--- config.mk ---
export PLATFORM = sky130hd
export DESIGN_NAME = instruction_fetch_unit
export DESIGN_NICKNAME = d
export VERILOG_FILES = /design/src/rtl/instruction_fetch_unit.sv
export SDC_FILE = /design/constraint.sdc
export NUM_CORES = 1
export LEC_CHECK = 0
export ABC_AREA = 1
export BUFFER_PORTS_ARGS = -buffer_cell sky130_fd_sc_hd__buf_4
export CELL_PAD_IN_SITES_DETAIL_PLACEMENT = 1
export CELL_PAD_IN_SITES_GLOBAL_PLACEMENT = 2
export CORE_UTILIZATION = 23
export CTS_BUF_LIST = sky130_fd_sc_hd__clkbuf_4 sky130_fd_sc_hd__clkbuf_8 sky130_fd_sc_hd__clkbuf_16
export DETAILED_ROUTE_END_ITERATION = 8
export MAX_ROUTING_LAYER = met4
export PLACE_DENSITY = 0.78
export SLEW_MARGIN = 20
export SYNTH_ARGS = -nofsm -noshare
export SYNTH_HDL_FRONTEND = slang
export SYNTH_SLANG_ARGS = --single-unit
--- constraint.sdc ---
create_clock -name clk -period 1.43 [get_ports clk]
set_clock_uncertainty 0.1 [all_clocks]
set_input_delay 0.0715 -clock clk [delete_from_list [all_inputs] [get_ports clk]]
set_output_delay 0.0715 -clock clk [all_outputs]
set_load 0.01 [all_outputs]
--- src/rtl/instruction_fetch_unit.sv ---
// rtl/instruction_fetch_unit.sv - fetch stage: PC, imem read, timed presentation to the executor
module instruction_fetch_unit #(
    parameter int                  IMEM_ADDR_WIDTH = 10,
    parameter int                  WIDTH           = 32,
    parameter logic [WIDTH-1:0]    RESET_PC        = '0,
    parameter int                  EXEC_CYCLES     = 3
) (
    input  logic                       clk,
    input  logic                       rst,
    input  logic                       stall,
    output logic                       imem_en,
    output logic [IMEM_ADDR_WIDTH-1:0] imem_addr,
    input  logic [WIDTH-1:0]           imem_data,
    input  logic [WIDTH-1:0]           npc,
    output logic [WIDTH-1:0]           pc,
    output logic [WIDTH-1:0]           instruction,
    output logic                       instr_valid,
    output logic                       halted,
    output logic [WIDTH-1:0]           retired
);

    typedef enum logic [1:0] {
        S_FETCH = 2'd0,
        S_LATCH = 2'd1,
        S_EXEC  = 2'd2,
        S_HALT  = 2'd3
    } state_t;

    localparam logic [3:0] EXEC_LAST = 4'(EXEC_CYCLES - 1);

    state_t           state;
    state_t           state_next;
    logic [WIDTH-1:0] pc_reg;
    logic [WIDTH-1:0] ir;
    logic [3:0]       exec_cnt;
    logic [WIDTH-1:0] retired_cnt;
    logic             is_halt_word;
    logic             exec_last;

    // HALT is opcode 000 with bit 28 set; other opcode-000 words are ordinary NOPs
    assign is_halt_word = (imem_data[31:29] == 3'b000) && imem_data[28];
    assign exec_last    = (exec_cnt == EXEC_LAST);

    // State register; reset wins over stall
    always_ff @(posedge clk) begin
        if (rst) begin
            state <= S_FETCH;
        end else begin
            state <= state_next;
        end
    end

    // Next-state decode; stall freezes every state except HALT, which only reset leaves
    always_comb begin
        state_next = state;
        case (state)
            S_FETCH: if (!stall) state_next = S_LATCH;
            S_LATCH: if (!stall) state_next = is_halt_word ? S_HALT : S_EXEC;
            S_EXEC:  if (!stall && exec_last) state_next = S_FETCH;
            S_HALT:  state_next = S_HALT;
            default: state_next = S_FETCH;
        endcase
    end

    // Datapath: capture the read word, pace the execution window, retire and take npc
    always_ff @(posedge clk) begin
        if (rst) begin
            pc_reg      <= RESET_PC;
            ir          <= '0;
            exec_cnt    <= '0;
            retired_cnt <= '0;
        end else if (!stall) begin
            case (state)
                S_LATCH: begin
                    ir       <= imem_data;
                    exec_cnt <= '0;
                end
                S_EXEC: begin
                    if (exec_last) begin
                        pc_reg      <= npc;
                        retired_cnt <= retired_cnt + 1'b1;
                    end else begin
                        exec_cnt <= exec_cnt + 1'b1;
                    end
                end
                default: ;
            endcase
        end
    end

    // Output decode; outside an unstalled EXEC the executor sees a NOP
    always_comb begin
        imem_en     = (state == S_FETCH) && !stall;
        instr_valid = (state == S_EXEC) && !stall;
        instruction = instr_valid ? ir : '0;
        halted      = (state == S_HALT);
        imem_addr   = pc_reg[IMEM_ADDR_WIDTH-1:0];
        pc          = pc_reg;
        retired     = retired_cnt;
    end

endmodule

==> impl_metrics.env, run 1 <==
export IMPL_status="complete, but fails checks"
export IMPL_violations="setup timing"
export IMPL_antenna_found_initial=0
export IMPL_synthesis_area_um2=4540
export IMPL_leakage_nw=3.71
export IMPL_layout_drive_gt1_share_pct=40.7
export IMPL_worst_slack_ps=-168
export IMPL_cts_tree="yes"
export IMPL_die_w_um=143
export IMPL_ys_ff_latch=102
export IMPL_io_pins=176
export IMPL_syn_avg_cell_area_um2=6.86
export IMPL_grt_pass1_wl_um=27700
export IMPL_slew_headroom_pct=78.1
export IMPL_synthTopCellsByArea="dfxtp_1 45%, nor2_1 14%, o21ai_0 8.1%, nand2_1 6.8%, inv_1 6.6%"
export IMPL_ctsLongestPathBuffers=2
export IMPL_synth_top_area_cell="dfxtp_1"
export IMPL_dp_hpwl_um=11700
export IMPL_r2r_start="exec_cnt[0]$_SDFFE_PP0P_"
export IMPL_rows=51
export IMPL_cts_buffers=9
export IMPL_drt_iter0_markers=104
export IMPL_fin_crit_sh_pct=112
export IMPL_powerDensity_nw_per_um2=704
export IMPL_crit_fanout=7
export IMPL_core_um2=19400
export IMPL_synth_edff_count=0
export IMPL_fin_crit_ps=1600
export IMPL_ys_types=28
export IMPL_fin_cells=1241
export IMPL_syn_inst=662
export IMPL_cts_sinks=102
export IMPL_power_mw=6.06
export IMPL_diodes=0
export IMPL_ys_flop_type="dfxtp_1"
export IMPL_async_flop_share_pct=0
export IMPL_h_tree_depth=3
export IMPL_gp_congestion=0.776
export IMPL_report_final_hold_viol_count=0
export IMPL_hold_start="stall"
export IMPL_worstPathArrival_ps=1740
export IMPL_wirelength_um=19600
export IMPL_ant_nets=0
export IMPL_grt_overflow=0
export IMPL_drv_cap=0
export IMPL_hp_class="primary input to register"
export IMPL_globalRouteTotalUtil_pct=17.9
export IMPL_worstPathRequired_ps=1570
export IMPL_drc_errors=0
export IMPL_drtPass1Iterations=4
export IMPL_criticalPathCategory="register to register"
export IMPL_final_setup_viol_count=96
export IMPL_routed_via_density=4.37
export IMPL_clockRootBuffer="clkbuf_16"
export IMPL_drv_slew=0
export IMPL_dpl_cell_count=1139
export IMPL_grt_max_degree=60
export IMPL_synth_common_cells="168 x nor2_1, 102 x dfxtp_1, 82 x nand2_1, 80 x inv_1, 74 x o21ai_0"
export IMPL_syn_nets=732
export IMPL_routed_via_count=5428
export IMPL_rsz0062_at_grt="true"
export IMPL_cp_startpoint="exec_cnt[0]$_SDFFE_PP0P_"
export IMPL_place_ws_ps=-224
export IMPL_grt_pass1_vias=5448
export IMPL_synth_most_common_cell="nor2_1"
export IMPL_path_clk_slew_ps=70
export IMPL_final_net_count=1041
export IMPL_start_kind="register"
export IMPL_synth_top_area_share_pct=44.9
export IMPL_synth_warnings=0
export IMPL_tns_ps=-9070
export IMPL_ir_worst_vdd_v=0.000562
export IMPL_avgRoutedWirePerCell_um=15.8
export IMPL_tightest_slew_ps=328
export IMPL_fmax_mhz=626
export IMPL_die_h_um=143
export IMPL_die_area_um2=20300
export IMPL_port_buffers=175
export IMPL_initial_core_util_pct=23.4
export IMPL_clk_latency_ps=350
export IMPL_end_kind="register"
export IMPL_yosysSeqAreaShare_pct=44.9
export IMPL_syn_to_final_growth_pct=89.3
layout by cell type (no fill, tap or decap), drive strengths merged:
cell type and n:
buf 264, nor2 176, dfxtp 102, nand2 85
inv 84, o21ai 75, dlygate4sd3 66, a21oi 48
nand3 26, clkbuf 17, nand4 12, nor3 6
ha 3, xor2 2, clkinv 2, clkinvlp 2
xnor2 2, o22ai 1, and2 1, o21a 1
and3 1
per-layer routing:
layer,wire length (um),GRT usage [%],up-vias
li1,-,-,2699
met1,8120,20.4,2579
met2,10200,32.0,132
met3,1080,4.07,18
met4,272,3.74,0
met5,0,-,-
stage by stage:
step | hold WS [ps] | utilization, % | cell area [um2]
CTS | 11.5 | 40.8 | 7920
detailed placement | 202 | 34.3 | 6660
floorplan | 75.9 | - | 4590
global route | 46.1 | 44.3 | 8600
global placement | 194 | 34.3 | 6660
finish | 34.5 | 44.3 | 8600
cell type report:
cell class,instances,area [um2]
flip-flops and latches,102,2060
clock inverters,5,33.8
multi-input cells,439,2530
inverters,83,319
fillers,2374,10800
clock buffers,11,240
repair buffers,336,3100
well taps,265,332
logic make-up (layout without fill, tap and decap cells):
group / count (synthesis) / count (layout) / synth area share [%]
compound gates: 125 / 125 / 13.8
xor+xnor: 4 / 4 / 0.771
fa+ha+maj: 3 / 3 / 0.826
flops: 102 / 102 / 44.9
buf+inv: 121 / 435 / 11.3
simple gates: 307 / 307 / 28.3
report_power, final:
part	total [mW]	switching, mW	leakage, nW	internal [mW]
sequential	2.93	0.0235	0.831	2.91
clock	2.36	1.13	0.133	1.22
combinational	0.773	0.374	2.74	0.400
timing repair:
action	in CTS	in global routing
pin swaps	16	18
setup endpoints to repair	97	134
hold buffers	66	0
resized for setup	57	168
hold endpoints to repair	74	0
cloned	2	7
buffers inserted	8	3
worst max-delay path: stages, from the launching register on:
cell and delay [ps]:
dfxtp_2 330, inv_2 70, ha_4 140, nand2_4 50, nor2_4 110, nand2_4 120, nor2_4 160, nand4_1 190
nor2_1 170, nor2_2 60
final timing paths:
path                              end  slack, ps  cells after the start
max          retired[23]$_SDFFE_PP0P_       -170                      9
max reg2reg  retired[23]$_SDFFE_PP0P_       -170                      9
min             state[1]$_SDFFE_PP0P_         30                      4
min reg2reg       ir[31]$_SDFFE_PP0P_        410                      2
Power figures use the tool's default switching activity.
==> run 2, diff against run 1 <==
GPL_TIMING_DRIVEN = 0   (was unset)
==> impl_metrics.env, run 2 (synthesized netlist as in run 1, its figures left out) <==
export IMPL_path_clk_slew_ps=70
export IMPL_drc_errors=0
export IMPL_globalRouteTotalUtil_pct=17.7
export IMPL_fin_util_pct=44.4
export IMPL_gp_congestion=0.766
export IMPL_worstPathRequired_ps=1260
export IMPL_die_area_um2=20300
export IMPL_dp_hpwl_um=12000
export IMPL_routed_via_count=5256
export IMPL_grt_pass1_vias=5243
export IMPL_clockRootBuffer="clkbuf_16"
export IMPL_cts_buffers=9
export IMPL_leakage_nw=3.62
export IMPL_status="complete, but fails checks"
export IMPL_report_final_hold_viol_count=0
export IMPL_grt_max_degree=16
export IMPL_dpl_cell_count=1102
export IMPL_ir_worst_vdd_v=0.000612
export IMPL_worstPathArrival_ps=1460
export IMPL_rows=51
export IMPL_port_buffers=175
export IMPL_crit_fanout=7
export IMPL_initial_core_util_pct=23.4
export IMPL_avgRoutedWirePerCell_um=15.2
export IMPL_drtPass1Iterations=4
export IMPL_diodes=0
export IMPL_criticalPathCategory="register to output pin"
export IMPL_violations="setup timing"
export IMPL_rsz0062_at_grt="true"
export IMPL_final_cell_mix="180 x buf_4, 109 x nor2_1, 79 x dfxtp_1"
export IMPL_fin_crit_sh_pct=114
export IMPL_h_tree_depth=3
export IMPL_core_um2=19400
export IMPL_hp_class="primary input to register"
export IMPL_cts_sinks=102
export IMPL_final_setup_viol_count=93
export IMPL_die_w_um=143
export IMPL_drv_cap=0
export IMPL_fin_cells=1222
export IMPL_tightest_slew_ps=775
export IMPL_ctsLongestPathBuffers=2
export IMPL_grt_pass1_wl_um=27000
export IMPL_end_kind="output pin"
export IMPL_die_h_um=143
export IMPL_routed_via_density=4.30
export IMPL_final_net_count=1023
export IMPL_wirelength_um=18600
export IMPL_io_pins=176
export IMPL_fin_crit_ps=1630
export IMPL_final_common_cell="buf_4"
export IMPL_drt_iter0_markers=95
export IMPL_start_kind="register"
export IMPL_syn_to_final_growth_pct=89.6
export IMPL_ant_nets=0
export IMPL_clk_latency_ps=350
export IMPL_slew_headroom_pct=48.4
export IMPL_layout_drive_gt1_share_pct=43.3
export IMPL_powerDensity_nw_per_um2=774
export IMPL_cts_tree="yes"
export IMPL_antenna_found_initial=0
export IMPL_worst_slack_ps=-199
export IMPL_fmax_mhz=614
export IMPL_drv_slew=0
export IMPL_grt_overflow=0
-- run 2: cell types whose count changed in the layout (fill, tap and decap cells not counted), moves of 10 or more --
cell,delta
a21oi_1,-10
nor2_1,-10
clkbuf_1,+10
o21ai_2,+16
dfxtp_1,-13
buf_4,-34
a21oi_2,+10
o21ai_1,-22
-- run 2: timing repair --
action                                  in CTS  in global routing
endpoints found under the setup margin     112                121
gates resized for setup                    150                174
pin swaps                                   20                 27
buffers inserted                            24                 11
cloned                                       4                  3
hold buffers                                65                  0
hold endpoints to repair                    66                  0
-- run 2: final cells by class --
class | instances | area [um2]
clock inverter | 4 | 95.1
sequential | 102 | 2090
inverter | 83 | 317
multi-input combinational | 439 | 2650
clock buffer | 11 | 246
buffer | 37 | 367
timing repair buffer | 281 | 2530
tap | 265 | 332
fill | 2361 | 10800
-- run 2: power breakdown --
group / switching, mW / internal (mW) / total [mW] / leakage, nW
Sequential: 0.0253 / 2.90 / 2.92 / 0.839
Clock: 1.14 / 1.77 / 2.91 / 0.169
Combinational: 0.394 / 0.443 / 0.837 / 2.62
Total: 1.56 / 5.11 / 6.67 / 3.62
-- run 2: path summary, 6_finish.rpt --
path / start / endpoint / slack, ps / cells past startpoint
worst max-delay path: state[0]$_SDFFE_PP0P_ / instruction[3] / -200 / 6
worst min-delay path: stall / state[1]$_SDFFE_PP0P_ / 30 / 4
worst max register to register: exec_cnt[0]$_SDFFE_PP0P_ / retired[13]$_SDFFE_PP0P_ / -150 / 11
worst min register to register: retired[5]$_SDFFE_PP0P_ / retired[5]$_SDFFE_PP0P_ / 370 / 2
-- run 2: per-layer routing --
layer	global-route usage, %	vias up	wire (um)
met4	3.96	0	223
met2	31.8	125	9580
met3	3.94	17	898
li1	-	2652	-
met5	-	-	0
met1	19.9	2462	7850
-- run 2: stage by stage --
| stage | hold slack, ps | power, mW | instance area (um2) | setup slack (ps) | TNS [ps] |
|---|---|---|---|---|---|
| 5_1_grt | 51.6 | 6.93 | 8620 | -264 | -18890 |
| 3_5_place_dp | 200 | 3.43 | 6230 | -420 | -15370 |
| 6_report | 27.1 | 6.67 | 8620 | -199 | -8530 |
| 2_1_floorplan | 75.9 | 3.19 | 4590 | -16.1 | -20.7 |
| 4_1_cts | 7.57 | 6.58 | 7960 | -187 | -11900 |
| 3_3_place_gp | 193 | 3.42 | 6230 | -445 | -15530 |
-- run 2: critical path, stage by stage, from the launching register on --
cell and delay, ps:
dfxtp_4 370, inv_4 80, nand3_4 90, buf_12 170, clkbuf_16 170, nor2_4 110, buf_6 110
==> run 3, diff against run 2 <==
GPL_ROUTABILITY_DRIVEN = 0   (was unset)
TNS_END_PERCENT = 30   (was unset)
==> impl_metrics.env, run 3 (synthesized netlist as in run 1, its figures left out) <==
export IMPL_worstPathRequired_ps=1260
export IMPL_fin_util_pct=41.5
export IMPL_h_tree_depth=3
export IMPL_tightest_slew_ps=626
export IMPL_grt_pass1_wl_um=26500
export IMPL_routed_via_density=4.25
export IMPL_worst_slack_ps=-175
export IMPL_seqCellArea_um2=2070
export IMPL_path_buf_inv=4
export IMPL_path_clk_slew_ps=70
export IMPL_fmax_mhz=623
export IMPL_final_cell_mix="192 x buf_4, 116 x nor2_1, 82 x dfxtp_1"
export IMPL_antenna_found_initial=0
export IMPL_fin_cells=1207
export IMPL_initial_core_util_pct=23.4
export IMPL_clkPwrFrac_pct=44.7
export IMPL_start_kind="register"
export IMPL_cts_sinks=102
export IMPL_leakage_nw=3.43
export IMPL_layout_drive_gt1_share_pct=37.3
export IMPL_p_seq_share_pct=45.1
export IMPL_dpl_cell_count=1102
export IMPL_critical_path_top_delay_family="buffers and inverters"
export IMPL_powerDensity_nw_per_um2=805
export IMPL_worstPathArrival_ps=1430
export IMPL_hold_worst_slack_ps=20.1
export IMPL_grt_pass1_vias=5155
export IMPL_drtPass1Iterations=4
export IMPL_swShare_pct=22.4
export IMPL_drv_cap=0
export IMPL_slew_headroom_pct=58.3
export IMPL_final_common_cell="buf_4"
export IMPL_cts_tree="yes"
export IMPL_clockRootBuffer="clkbuf_16"
export IMPL_syn_to_final_growth_pct=77.0
export IMPL_cp_slowest_stage_delay_ps=330
export IMPL_drt_iter0_markers=115
export IMPL_end_kind="output pin"
export IMPL_globalRouteTotalUtil_pct=17.4
export IMPL_clk_latency_ps=350
export IMPL_grt_max_degree=16
export IMPL_criticalPathCategory="register to output pin"
export IMPL_grt_overflow=0
export IMPL_wirelength_um=17200
export IMPL_avgRoutedWirePerCell_um=14.2
export IMPL_die_w_um=143
export IMPL_dp_hpwl_um=12000
export IMPL_final_setup_viol_count=94
export IMPL_drc_errors=0
export IMPL_p_sw_mw=1.45
export IMPL_cp_slowest_cell="dfxtp_2"
export IMPL_diodes=0
export IMPL_report_final_hold_viol_count=0
export IMPL_core_um2=19400
export IMPL_fin_crit_sh_pct=112
export IMPL_final_net_count=1008
export IMPL_cts_buffers=9
export IMPL_path_cells="inv_2 -> nand3_4 -> buf_4 -> clkbuf_16 -> nor2_4 -> buf_6"
export IMPL_io_pins=176
export IMPL_die_area_um2=20300
export IMPL_ant_nets=0
export IMPL_crit_fanout=7
export IMPL_drv_slew=0
export IMPL_ir_worst_vdd_v=0.000599
export IMPL_r2r_slack_ps=-160
export IMPL_power_mw=6.48
export IMPL_ctsLongestPathBuffers=2
export IMPL_status="complete, but fails checks"
export IMPL_routed_via_count=5135
export IMPL_place_ws_ps=-420
export IMPL_rows=51
export IMPL_hp_class="primary input to register"
export IMPL_fill_cells=2391
export IMPL_internal_power_mw=5.03
export IMPL_multiInputGateArea_um2=2380
export IMPL_p_comb_share_pct=10.1
export IMPL_violations="setup timing"
export IMPL_die_h_um=143
export IMPL_fin_crit_ps=1610
export IMPL_port_buffers=175
export IMPL_rsz0062_at_grt="true"
-- run 3: cell types whose count changed in the layout (fill, tap and decap cells not counted), sizes merged --
cell	previous run	this run
buf	236	220
clkbuf	28	29
-- run 3: power by group through the flow --
stage	Sequential [mW]	Clock (mW)	Combinational, mW
finish	2.93	2.90	0.656
global route	2.93	3.09	0.717
CTS	2.92	3.01	0.647
detailed placement	3.00	0	0.432
global placement	2.99	0	0.430
floorplan	2.99	0	0.201
-- run 3: final cells by class --
type / instances / area share [%]
Buffer: 38 / 4.23
Clock inverter: 4 / 1.18
Timing Repair Buffer: 265 / 28.2
Multi-Input combinational cell: 439 / 29.5
Sequential cell: 102 / 25.8
Inverter: 83 / 3.87
Tap cell: 265 / 4.12
Clock buffer: 11 / 3.06
-- run 3: stage by stage --
step / setup TNS [ps] / instance area, um2
after global routing: -17900 / 8050
after detailed placement: -15370 / 6230
after CTS: -10170 / 7750
final: -8430 / 8050
after floorplan: -20.7 / 4590
after global placement: -15530 / 6230
-- run 3: path summary, 6_finish.rpt --
check | startpoint | to | depth (start not counted)
worst max-delay path | state[0]$_SDFFE_PP0P_ | instruction[6] | 6
worst max register to register | retired[3]$_SDFFE_PP0P_ | retired[23]$_SDFFE_PP0P_ | 8
worst min register to register | ir[0]$_SDFFE_PP0P_ | ir[0]$_SDFFE_PP0P_ | 2
worst min-delay path | stall | state[1]$_SDFFE_PP0P_ | 4
-- run 3: per-layer routing --
layer	global-route usage, %	wire (um)	share of wire, %
met1	19.7	7640	45
met2	31.1	8510	50
met3	3.80	860	5.0
met4	3.74	151	0.88
met5	-	0	0
-- run 3: worst reg2reg max path: stages, from the launching register on --
cell     delay, ps
dfxtp_2        420
nand2_1        120
nor2_4         140
nand2_2        100
nor2_4         170
nand4_1        200
nand2_1        120
nand2_1         50
nor2_1         100
-- run 3: what timing repair did --
action	in CTS	in global routing
gates cloned	2	2
setup buffers	10	11
gates resized for setup	123	67
hold endpoints to repair	66	0
endpoints found under the setup margin	112	121
pin swaps	11	22
hold buffers	65	0
